$ cat src/rtl/traffic_pkg.sv
// rtl/traffic_pkg.sv - shared tap table, seed and width helpers for the traffic lane generator
package traffic_pkg;

    localparam logic [7:0] DEFAULT_SEED = 8'hA5;
    localparam logic [7:0] SEED_STEP    = 8'h3B;

    // Maximal-length feedback mask for a right-shifting Fibonacci LFSR.
    // Bit j set means state bit j feeds the new MSB; bit 0 is always set so
    // the characteristic polynomial has a constant term.
    function automatic logic [15:0] lfsr_taps(input int width);
        logic [15:0] taps;
        case (width)
            5:       taps = 16'h0009;
            6:       taps = 16'h0021;
            7:       taps = 16'h0041;
            8:       taps = 16'h0071;
            9:       taps = 16'h0021;
            10:      taps = 16'h0081;
            11:      taps = 16'h0201;
            12:      taps = 16'h0053;
            13:      taps = 16'h001B;
            14:      taps = 16'h002B;
            15:      taps = 16'h4001;
            16:      taps = 16'hA011;
            default: taps = 16'h0071;
        endcase
        return taps;
    endfunction

    // Counter width able to hold 0..max_val, never narrower than one bit.
    function automatic int cnt_width(input int max_val);
        int w;
        w = $clog2(max_val + 1);
        return (w < 1) ? 1 : w;
    endfunction

    // Per-lane seed: base ^ (lane * step), trimmed to the LFSR width; zero is illegal.
    function automatic logic [15:0] lane_seed(input int lane, input logic [7:0] base, input int width);
        logic [31:0] s;
        s = {24'd0, base} ^ (32'(lane) * {24'd0, SEED_STEP});
        s = s & ((32'd1 << width) - 32'd1);
        if (s == 32'd0) begin
            s = 32'd1;
        end
        return s[15:0];
    endfunction

endpackage

$ cat src/rtl/lane_lfsr.sv
// rtl/lane_lfsr.sv - per-lane Fibonacci LFSR that advances on demand
module lane_lfsr
    import traffic_pkg::*;
#(
    parameter int                LFSR_W = 8,
    parameter logic [LFSR_W-1:0] SEED   = {{(LFSR_W-1){1'b0}}, 1'b1}
) (
    input  logic              traffic_clk,
    input  logic              reset_n,
    input  logic              advance,
    output logic [LFSR_W-1:0] rand_q
);

    localparam logic [LFSR_W-1:0] TAPS = LFSR_W'(lfsr_taps(LFSR_W));

    logic [LFSR_W-1:0] lfsr_d;

    // Shift right, feed the XOR of the tapped bits into the MSB; hold when not advancing.
    always_comb begin
        lfsr_d = rand_q;
        if (advance) begin
            lfsr_d = {^(rand_q & TAPS), rand_q[LFSR_W-1:1]};
        end
    end

    // State register; a nonzero seed keeps the sequence off the all-zero lockup state.
    always_ff @(posedge traffic_clk or negedge reset_n) begin
        if (!reset_n) begin
            rand_q <= SEED;
        end else begin
            rand_q <= lfsr_d;
        end
    end

endmodule

$ cat src/rtl/traffic_lane_gen.sv
// rtl/traffic_lane_gen.sv - multi-lane random car arrival source with per-lane queue and headway
module traffic_lane_gen
    import traffic_pkg::*;
#(
    parameter int         NUM_LANES   = 2,
    parameter int         LFSR_W      = 8,
    parameter int         LEVEL_W     = 5,
    parameter int         QUEUE_DEPTH = 15,
    parameter int         DEPART_GAP  = 2,
    parameter logic [7:0] SEED_BASE   = DEFAULT_SEED,
    localparam int        CNT_W       = cnt_width(QUEUE_DEPTH)
) (
    input  logic                         traffic_clk,
    input  logic                         reset_n,
    input  logic                         enable,
    input  logic [NUM_LANES-1:0]         lane_green,
    input  logic [NUM_LANES*LEVEL_W-1:0] traffic_lvl,
    output logic [NUM_LANES-1:0]         add_car,
    output logic [NUM_LANES*CNT_W-1:0]   queue_count,
    output logic [NUM_LANES-1:0]         car_waiting,
    output logic [NUM_LANES-1:0]         queue_full,
    output logic [NUM_LANES-1:0]         car_dropped
);

    localparam int             GAP_W = cnt_width(DEPART_GAP);
    localparam logic [CNT_W-1:0] FULL  = CNT_W'(QUEUE_DEPTH);

    for (genvar i = 0; i < NUM_LANES; i++) begin : g_lane
        localparam logic [LFSR_W-1:0] LANE_SEED = LFSR_W'(lane_seed(i, SEED_BASE, LFSR_W));

        logic [LFSR_W-1:0] lfsr_state;
        logic [LFSR_W-1:0] rand_ext;
        logic [LFSR_W-1:0] lvl_ext;
        logic              arrive;
        logic              depart;
        logic [CNT_W-1:0]  count_q, count_d;
        logic [GAP_W-1:0]  headway_q, headway_d;
        logic              add_q, add_d;
        logic              drop_q, drop_d;

        lane_lfsr #(
            .LFSR_W (LFSR_W),
            .SEED   (LANE_SEED)
        ) u_lfsr (
            .traffic_clk (traffic_clk),
            .reset_n     (reset_n),
            .advance     (enable),
            .rand_q      (lfsr_state)
        );

        // The random draw is the top LEVEL_W bits of the pre-shift state.
        assign rand_ext = lfsr_state >> (LFSR_W - LEVEL_W);
        assign lvl_ext  = LFSR_W'(traffic_lvl[i*LEVEL_W +: LEVEL_W]);
        assign arrive   = enable && (lvl_ext > rand_ext);
        assign depart   = lane_green[i] && (count_q != '0) && (headway_q == '0);

        // Queue, headway and pulse next-state; a simultaneous arrival and departure cancel out.
        always_comb begin
            count_d   = count_q;
            headway_d = headway_q;
            add_d     = 1'b0;
            drop_d    = 1'b0;
            if (depart) begin
                add_d     = 1'b1;
                headway_d = GAP_W'(DEPART_GAP);
                if (!arrive) begin
                    count_d = count_q - CNT_W'(1);
                end
            end else begin
                if (headway_q != '0) begin
                    headway_d = headway_q - GAP_W'(1);
                end
                if (arrive) begin
                    if (count_q == FULL) begin
                        drop_d = 1'b1;
                    end else begin
                        count_d = count_q + CNT_W'(1);
                    end
                end
            end
        end

        // Lane state registers; reset discards any pulse in flight.
        always_ff @(posedge traffic_clk or negedge reset_n) begin
            if (!reset_n) begin
                count_q   <= '0;
                headway_q <= '0;
                add_q     <= 1'b0;
                drop_q    <= 1'b0;
            end else begin
                count_q   <= count_d;
                headway_q <= headway_d;
                add_q     <= add_d;
                drop_q    <= drop_d;
            end
        end

        assign add_car[i]                    = add_q;
        assign car_dropped[i]                = drop_q;
        assign queue_count[i*CNT_W +: CNT_W] = count_q;
        assign car_waiting[i]                = (count_q != '0);
        assign queue_full[i]                 = (count_q == FULL);
    end

endmodule

$ cat config.mk
export PLATFORM = sky130hd
export DESIGN_NAME = traffic_lane_gen
export DESIGN_NICKNAME = d
export VERILOG_FILES = /design/src/rtl/traffic_pkg.sv /design/src/rtl/lane_lfsr.sv /design/src/rtl/traffic_lane_gen.sv
export SDC_FILE = /design/constraint.sdc
export NUM_CORES = 1
export LEC_CHECK = 0
export BUFFER_PORTS_ARGS = -buffer_cell sky130_fd_sc_hd__buf_4
export CAP_MARGIN = 20
export CELL_PAD_IN_SITES_DETAIL_PLACEMENT = 1
export CELL_PAD_IN_SITES_GLOBAL_PLACEMENT = 2
export CORE_MARGIN = 5
export CORE_UTILIZATION = 35
export DETAILED_ROUTE_END_ITERATION = 6
export PLACE_DENSITY = 0.81
export SLEW_MARGIN = 20
export SYNTH_ARGS = -nofsm -noshare
export SYNTH_HDL_FRONTEND = slang
export SYNTH_SLANG_ARGS = --single-unit
$ cat constraint.sdc
create_clock -name traffic_clk -period 2.5 [get_ports traffic_clk]
set_input_delay 0.75 -clock traffic_clk [delete_from_list [all_inputs] [get_ports traffic_clk]]
set_output_delay 0.75 -clock traffic_clk [all_outputs]
set_load 0.05 [all_outputs]
==> results of run 1 <==
cell type report:
class                      count  area, um^2
clock inverter                 3        42.5
timing repair buffer          35         263
clock buffer                   5        68.8
inverter                      20        80.1
fill                         597        2760
tap                           70        87.6
sequential                    32         820
multi-input combinational    110         892
cells in the mapped netlist:
library cell / count
clkbuf_1: 3
dfrtp_1: 23
inv_2: 1
fa_1: 2
nand3_1: 7
a21oi_1: 8
nor3_1: 3
or4_4: 2
a21o_2: 1
inv_1: 19
xor2_1: 1
a31oi_1: 2
mux2_2: 11
and3_1: 1
nor2b_1: 2
o21bai_1: 2
nand2_1: 15
and2_1: 1
mux2i_1: 5
o21ai_0: 10
dfstp_2: 9
and3_2: 1
buf_4: 4
nor2_1: 6
or3_1: 1
nand3_2: 1
xnor2_1: 11
a21o_1: 1
ha_1: 16
path summary, 6_finish.rpt:
path                                             start                         end  slack, ns
worst min register to register  g_lane[1].headway_q[0]      g_lane[1].headway_q[0]       0.49
worst max register to register    g_lane[0].count_q[2]        g_lane[0].count_q[3]       0.17
worst min-delay path                           reset_n      g_lane[0].headway_q[0]       0.40
min in group traffic_clk        g_lane[1].headway_q[0]      g_lane[1].headway_q[0]       0.49
max in group asynchronous                      reset_n  g_lane[0].u_lfsr.rand_q[5]       1.78
worst max-delay path              g_lane[0].count_q[2]        g_lane[0].count_q[3]       0.17
registers in the layout (all words and copies together) (netlist names):
name                  flops
g_lane.u_lfsr.rand_q     16
g_lane.count_q            8
g_lane.headway_q          4
g_lane.add_q              2
g_lane.drop_q             2
worst reg2reg max path, delay by kind of cell, from the launching register on:
| family | cells | cell delay, ns |
|---|---|---|
| compound gates | 2 | 0.17 |
| xor+xnor | 1 | 0.16 |
| fa+ha+maj | 1 | 0.26 |
| buf+inv | 1 | 0.06 |
| flops | 1 | 0.44 |
| mux | 1 | 0.18 |
| simple gates | 3 | 1.00 |
cell usage in the layout, fill, tap and decap left out, types with 2 or more instances in the layout:
master	synthesis	layout
nand2_1	15	15
dfrtp_1	23	17
a21oi_1	8	7
dfrtp_2	0	6
nor2b_1	2	2
mux2_2	11	11
ha_1	16	15
a31oi_1	2	2
nor2_1	6	6
fa_1	2	2
or4_4	2	2
buf_4	4	35
nand3_1	7	6
mux2i_1	5	5
dfstp_2	9	9
xnor2_1	11	11
clkbuf_8	0	5
o21ai_0	10	10
inv_1	19	19
o21bai_1	2	2
nor3_2	0	2
kinds of logic after synthesis:
logic type,count (synthesis),synth area share (%)
buf+inv,27,6.53
simple gates,40,11.2
flops,32,45.6
mux,16,9.76
compound gates,24,7.51
xor+xnor,12,5.90
fa+ha+maj,18,13.5
stage by stage:
stage / cell area [um^2] / setup slack, ns / util, %
after floorplan: 1810 / 0.00382 / -
after global placement: 2120 / 0.0671 / 42.2
after detailed placement: 2120 / 0.0117 / 42.2
after CTS: 2230 / 0.101 / 44.5
after global routing: 2250 / 0.00445 / 45.0
final: 2250 / 0.169 / 45.0
timing repair:
item,CTS,global route
setup endpoints to repair,0,1
setup buffers,0,1
endpoints found under the hold margin,0,0
resized for setup,0,3
power groups by stage:
stage / logic, mW / clock network [mW] / registers, mW
floorplan: 0.931 / 0 / 1.16
global placement: 1.47 / 0 / 0.959
detailed placement: 1.54 / 0 / 0.980
CTS: 1.55 / 0.499 / 0.975
global route: 1.75 / 0.529 / 1.01
finish: 1.56 / 0.481 / 0.969
layer usage:
metal | vias up | GRT usage, % | part of all wire (%)
met4 | 0 | 5.41 | 1.5
met2 | 17 | 23.2 | 53
met3 | 8 | 3.22 | 3.3
li1 | 631 | - | -
met1 | 613 | 15.2 | 42
met5 | - | 0 | 0
==> results.toml, run 1 <==
[outcome]
status = "completed"

[sta]
rsz0062_at_grt = "false"
timing.hold.ws_ns = 0.397
report.final.setup_viol = 0
slew_headroom_pct = 73.5
fin_crit_ns = 2.33
max_freq_mhz = 429
fin_tns_setup_ns = 0
final-hold-violation-count = 0
slew_viol_final = 0
clock_skew_ns = 0.00983
period_share_pct = 93.2
tightestPinTransition_ns = 0.398

[cts]
hold_buffers = 0
cts.sinks = 32
clock_insertion_delay_worst_skew_ns = 0.28
numCtsBuffers = 5
ctsLongestPathBuffers = 2
htreeDepth = 2
clkTransAtPathRegs_ns = 0.07
cts-root-buf = "clkbuf_8"
cts_tree = "done"

[setup_path]
cp.required_ns = 2.70
cp_cell_sequence = "or4_4 -> nand3_4 -> inv_6 -> ha_4 -> a21o_2 -> a21oi_2 -> or3_1 -> mux2i_1 -> xor2_1"
crit_path_max_fanout = 7
crit_path_end_kind = "flip-flop"
critPathTopFamily = "simple AND/OR/NAND/NOR gates"
critPathBufInv = 1
cp-start-kind = "flip-flop"
cp_slowest_cell = "or4_4"
worst-path-stages = 9
ff2ff_path_depth = 9
max_stage_delay_ns = 0.56
worst-endpoint-arrival_ns = 2.54
crit_type = "reg2reg"

[synth]
synth_top_area_share_pct = 32.3
syn_area_per_cell_um2 = 10.5
ys_types = 29
seq_area_frac_synth_pct = 45.6
synthesis.nets = 202
synth_top_area_cell = "dfrtp_1"
synth_area_um2 = 1780
yosysWarnings = 0
synthCells = 169
yosys_register_bits = 32
synthTopCellsByArea = "dfrtp_1 (32%), dfstp_2 (13%), ha_1 (11%)"

[pwr]
pwr-share-clk_pct = 16.0
seqPwrFrac_pct = 32.2
switchingPower_mw = 1.28
comb_power_share_pct = 51.9
p_total_mw = 3.01
p_int_mw = 1.74
total_leakage_power_nw = 1.08
swShare_pct = 42.4
p_per_area_nw_per_um2 = 1340
peakVddDrop_uv = 672

[route]
wirelength_mm = 3.70
drt-vias-per-instance = 4.61
drc = 0
vias = 1269
ant_nets = 0
drt_iter0_drc = 37
wl_per_cell_um = 13.4
firstDrtPassIters = 2

[placement]
io_buffer_count = 30
routabilityCongestion = 0.733
dp.cells = 266
dpl.hpwl_mm = 2.99

[grt]
grt_start_max_net_pins = 33
grt_pass1_vias = 1436
antenna_found_initial = 0
grt_overflow_total = 0
grt_usage_pct = 13.2
grt_pass1_wl_mm = 6.64

[floorplan]
fp.dieH_um = 81.4
fp.dieArea_um2 = 6620
initial_core_util_pct = 35.6
core-area_um2 = 5010
die_w_um = 81.4
row_count = 26
io_pins = 31

[layout]
area_delta_synth_final_pct = 26.5
fin_cells = 275
antennaDiodeCount = 0
drive_above_1_share_pct = 39.0
finalNetCount = 237

[min_path]
min_path_type = "in2async"

[job]
maxCapViolCount = 0
Power figures use the tool's default switching activity.
==> inputs of run 2 (changes only) <==
--- a/config.mk
+++ b/config.mk
@@ -10,9 +10,9 @@
 export CELL_PAD_IN_SITES_DETAIL_PLACEMENT = 1
 export CELL_PAD_IN_SITES_GLOBAL_PLACEMENT = 2
 export CORE_MARGIN = 5
-export CORE_UTILIZATION = 35
+export CORE_UTILIZATION = 25
 export DETAILED_ROUTE_END_ITERATION = 6
-export PLACE_DENSITY = 0.81
+export PLACE_DENSITY = 0.62
 export SLEW_MARGIN = 20
 export SYNTH_ARGS = -nofsm -noshare
 export SYNTH_HDL_FRONTEND = slang
==> run 2 against run 1 <==
Net effect:
- fmax down 0.45%
- routed wire length up 1.1%
- combinational power up 3%
- sequential share of layout area down 0.69 points
- total power up 0.44%
- via count down 0.47%
- design area up 1.9%
- non-clock buffer count up 4
- largest power group unchanged
==> results.toml, run 2 (synthesized netlist as in run 1, its figures left out) <==
[outcome]
status = "completed"

[sta]
timing.hold.ws_ns = 0.403
slew_headroom_pct = 72.0
max_freq_mhz = 427
rsz0062_at_grt = "false"
fin_tns_setup_ns = 0
clock_skew_ns = 0.00729
report.final.setup_viol = 0
final-hold-violation-count = 0
tightestPinTransition_ns = 0.420
period_share_pct = 93.7
fin_crit_ns = 2.34
slew_viol_final = 0

[setup_path]
crit_path_end_kind = "flip-flop"
crit_type = "reg2reg"
max_stage_delay_ns = 0.58
cp_cell_sequence = "or4_4 -> nand3_2 -> inv_1 -> ha_1 -> a21o_1 -> a21oi_2 -> and2_1 -> mux2i_1 -> xnor2_1"
crit_path_max_fanout = 7
cp_slowest_cell = "or4_4"
cp.required_ns = 2.66
worst-endpoint-arrival_ns = 2.50
cp-start-kind = "flip-flop"

[grt]
grt_overflow_total = 0
grt_start_max_net_pins = 33
grtUsageMet2_pct = 14.2
grt_usage_pct = 9.29
grt_pass1_vias = 1404
busiest_layer = "met2"
antenna_found_initial = 0
grt.met1_usage_pct = 12.3
met3_usage_pct = 3.19
grt_pass1_wl_mm = 6.49

[cts]
clkTransAtPathRegs_ns = 0.07
htreeDepth = 2
clock_insertion_delay_worst_skew_ns = 0.28
hold_buffers = 0
ctsLongestPathBuffers = 2
cts_tree = "done"
cts-root-buf = "clkbuf_8"
numCtsBuffers = 5
cts.sinks = 32

[floorplan]
row_count = 30
fp.dieArea_um2 = 8920
die_w_um = 94.4
core-area_um2 = 6870
initial_core_util_pct = 25.9
io_pins = 31
fp.dieH_um = 94.4

[layout]
layout_commonest_cell = "buf_4"
finalNetCount = 241
antennaDiodeCount = 0
largest-register = "g_lane.u_lfsr.rand_q"
design_area_um2 = 2300
area_delta_synth_final_pct = 28.9
layout_common_cells = "buf_4 (39), inv_1 (19), dfrtp_1 (17), ha_1 (16), nand2_1 (15)"
fillCellCount = 769
drive_above_1_share_pct = 39.2
largest_register_ffs = 16
multi_input_area_um2 = 880
regArea_um2 = 820
reg_top3 = "g_lane.u_lfsr.rand_q (16), g_lane.count_q (8), g_lane.headway_q (4)"

[pwr]
peakVddDrop_uv = 964
p_total_mw = 3.02
total_leakage_power_nw = 1.10
p_per_area_nw_per_um2 = 1320

[route]
vias = 1263
wirelength_mm = 3.74
drt_iter0_drc = 10
ant_nets = 0
drc = 0
drt-vias-per-instance = 4.14
firstDrtPassIters = 2
wl_per_cell_um = 12.3

[job]
maxCapViolCount = 0

[placement]
placed_area_um2 = 2180
routabilityCongestion = 0.706
dpl.hpwl_mm = 2.87
io_buffer_count = 30

[min_path]
min_path_type = "in2async"
==> run 2: cell count changes in the layout (fill, tap and decap cells not counted), sizes merged <==
| cell | delta |
|---|---|
| buf | +4 |
| clkbuf | +1 |
| clkinvlp | -1 |
==> run 2: area by class of cell <==
cell class | count | area share (%)
Sequential cell | 32 | 35.7
Clock buffer | 6 | 3.16
Timing Repair Buffer | 39 | 12.7
Multi-Input combinational cell | 110 | 38.3
Inverter | 20 | 3.38
Clock inverter | 2 | 1.53
Tap cell | 96 | 5.23
==> run 2: repair_timing <==
| item | CTS | global route |
|---|---|---|
| endpoints found under the setup margin | 0 | 2 |
| setup buffers | 0 | 1 |
| hold endpoints to repair | 0 | 0 |
| gates resized for setup | 0 | 1 |
==> run 2: worst paths after layout <==
check	from	end	slack, ns	cells past startpoint
worst max-delay path	g_lane[1].count_q[2]	g_lane[1].count_q[3]	0.16	9
worst min-delay path	reset_n	g_lane[1].headway_q[1]	0.40	1
worst max register to register	g_lane[1].count_q[2]	g_lane[1].count_q[3]	0.16	9
worst min register to register	g_lane[1].headway_q[0]	g_lane[1].headway_q[0]	0.48	1
max in group asynchronous	reset_n	g_lane[1].u_lfsr.rand_q[3]	1.75	1
min in group traffic_clk	g_lane[1].headway_q[0]	g_lane[1].headway_q[0]	0.48	1
==> run 2: report_power, final <==
group | internal (mW) | switching (mW)
registers | 0.778 | 0.162
clock network | 0.296 | 0.193
logic | 0.691 | 0.904
total | 1.76 | 1.26
==> run 2: stage by stage <==
step,worst slack (ns),utilization (%),instances
3_3_place_gp,-0.000194,31.7,296
4_1_cts,0.107,33.3,304
2_1_floorplan,0.00382,-,169
6_report,0.158,33.4,305
5_1_grt,0.00119,33.4,305
3_5_place_dp,-0.0232,31.7,296
==> run 2: per-layer routing <==
metal / wire [um] / vias to the layer above / share of wire [%]
met5: 0 / - / 0
met4: 36 / 0 / 0.96
met3: 178 / 4 / 4.8
met2: 1660 / 23 / 45
met1: 1860 / 596 / 50
li1: - / 640 / -
==> run 2: critical path: cells and delay by family, from the launching register on <==
| family | cells | cell delay, ns |
|---|---|---|
| adder cells (fa/ha/maj) | 1 | 0.29 |
| XOR/XNOR | 1 | 0.13 |
| multiplexers | 1 | 0.07 |
| flip-flops | 1 | 0.44 |
| AND/OR/NAND/NOR | 3 | 0.84 |
| AO/OA/AOI/OAI | 2 | 0.31 |
| buffers and inverters | 1 | 0.13 |
==> inputs of run 3 (changes only) <==
--- a/config.mk
+++ b/config.mk
@@ -11,8 +11,9 @@
 export CELL_PAD_IN_SITES_GLOBAL_PLACEMENT = 2
 export CORE_MARGIN = 5
 export CORE_UTILIZATION = 25
+export CTS_CLUSTER_DIAMETER = 150
 export DETAILED_ROUTE_END_ITERATION = 6
-export PLACE_DENSITY = 0.62
+export PLACE_DENSITY = 0.64
 export SLEW_MARGIN = 20
 export SYNTH_ARGS = -nofsm -noshare
 export SYNTH_HDL_FRONTEND = slang
==> constraint.sdc (replaced) <==
create_clock -name traffic_clk -period 2.15 [get_ports traffic_clk]
set_input_delay 0.645 -clock traffic_clk [delete_from_list [all_inputs] [get_ports traffic_clk]]
set_output_delay 0.645 -clock traffic_clk [all_outputs]
set_load 0.05 [all_outputs]
==> run 3 against run 2 <==
Net effect:
- the run now ends with negative setup slack left
- sequential cell count unchanged
- die area unchanged
- routed wire length is 9.2% higher
- via count grew 4.9%
- clock power is 9.0% lower
- clock skew grew 0.0029 ns
- largest power group unchanged
- highest routed layer unchanged
==> results.toml, run 3 (synthesized netlist as in run 1, its figures left out) <==
[layout]
largest-register = "g_lane.u_lfsr.rand_q"
design_area_um2 = 2530
layout_common_cells = "buf_4 (48), inv_1 (17), dfrtp_1 (17), nand2_1 (15), ha_1 (12)"
finalNetCount = 252
largest_register_ffs = 16
fin_cells = 316
layout_commonest_cell = "buf_4"
post-route-util_pct = 36.8
drive_above_1_share_pct = 49.1
area_delta_synth_final_pct = 42.1
reg_top3 = "g_lane.u_lfsr.rand_q (16), g_lane.count_q (8), g_lane.headway_q (4)"
antennaDiodeCount = 0

[floorplan]
fp.dieArea_um2 = 8920
initial_core_util_pct = 25.9
fp.dieH_um = 94.4
io_pins = 31
row_count = 30
core-area_um2 = 6870
die_w_um = 94.4

[setup_path]
r2r-end = "g_lane[0].count_q[3]"
worst-endpoint-arrival_ns = 2.49
crit_type = "reg2reg"
ff2ff_setup_slack_ns = -0.13
r2r-start = "g_lane[0].count_q[0]"
crit_path_max_fanout = 3
max_stage_delay_ns = 0.56
cp.required_ns = 2.36
critPathBufInv = 1
cp-start-kind = "flip-flop"
cp_cell_sequence = "or4_4 -> nand3_4 -> inv_4 -> ha_4 -> a21o_4 -> a21oi_2 -> or3_1 -> mux2i_2 -> xor2_1"
cp_slowest_cell = "or4_4"
critPathTopFamily = "simple AND/OR/NAND/NOR gates"
crit_path_end_kind = "flip-flop"
ff2ff_path_depth = 9

[cts]
clock_insertion_delay_worst_skew_ns = 0.28
numCtsBuffers = 5
cts-root-buf = "clkbuf_8"
ctsLongestPathBuffers = 2
htreeDepth = 2
clkTransAtPathRegs_ns = 0.07
cts_tree = "done"
cts.sinks = 32

[route]
drt_iter0_drc = 25
drc = 0
wirelength_mm = 4.08
firstDrtPassIters = 4
wl_per_cell_um = 12.9
vias = 1325
ant_nets = 0
drt-vias-per-instance = 4.19

[placement]
io_buffer_count = 30
dp.cells = 306
dpl.hpwl_mm = 3.11
placed_area_um2 = 2310
routabilityCongestion = 0.733

[sta]
final-hold-violation-count = 0
slew_viol_final = 0
fin_ws_ns = -0.127
clock_skew_ns = 0.0102
report.final.setup_viol = 2
fin_crit_ns = 2.28
fin_tns_setup_ns = -0.171
period_share_pct = 106
tightestPinTransition_ns = 0.430
slew_headroom_pct = 71.3
max_freq_mhz = 439
rsz0062_at_grt = "true"

[outcome]
status = "finished with violations"
violations = "negative setup slack"

[pwr]
peakVddDrop_uv = 400
p_per_area_nw_per_um2 = 1510
p_total_mw = 3.83
total_leakage_power_nw = 1.16

[grt]
grt_usage_pct = 9.60
grt_pass1_vias = 1403
antenna_found_initial = 0
grt_start_max_net_pins = 33
grt_overflow_total = 0
grt_pass1_wl_mm = 6.65

[job]
maxCapViolCount = 0

[min_path]
min_path_type = "in2async"
-- run 3: worst max-delay path by stage --
stage	start	end	slack, ns	cells after the start
floorplan	g_lane[0].count_q[2]	g_lane[0].count_q[3]	-0.34	9
global placement	traffic_lvl[9]	g_lane[1].count_q[2]	-0.21	7
detailed placement	traffic_lvl[9]	g_lane[1].count_q[2]	-0.23	7
CTS	g_lane[0].count_q[3]	g_lane[0].count_q[3]	-0.16	9
global route	g_lane[0].count_q[3]	g_lane[0].count_q[3]	-0.20	9
finish	g_lane[0].count_q[0]	g_lane[0].count_q[3]	-0.13	9
-- run 3: final cells by class --
cell class	instances	area, um^2
Clock buffer	7	76.3
Clock inverter	1	5.00
Fill cell	784	4340
Inverter	20	82.6
Multi-Input combinational cell	110	1040
Sequential cell	32	820
Tap cell	96	120
Timing Repair Buffer	50	383
-- run 3: per-layer routing --
layer / share of wire, % / GRT usage (%)
met5: 0 / 0
met4: 1.4 / 3.25
met3: 3.1 / 2.87
met2: 48 / 15.5
met1: 47 / 12.2
-- run 3: where the power goes --
part / switching, mW / internal, mW / total (mW) / leakage (nW)
registers: 0.154 / 0.903 / 1.06 / 0.370
logic: 1.27 / 1.06 / 2.33 / 0.745
clock network: 0.218 / 0.227 / 0.445 / 0.0422
total: 1.65 / 2.19 / 3.83 / 1.16
-- run 3: through the flow --
stage / hold slack, ns / worst slack (ns)
finish: 0.297 / -0.127
detailed placement: 0.485 / -0.232
CTS: 0.306 / -0.163
floorplan: 0.349 / -0.337
global route: 0.314 / -0.205
global placement: 0.470 / -0.207
-- run 3: timing repair --
| action | in CTS | in global routing |
|---|---|---|
| pin swaps | 3 | 7 |
| resized for setup | 5 | 18 |
| endpoints found under the setup margin | 7 | 10 |
| hold buffers | 0 | 0 |
| setup buffers | 0 | 2 |
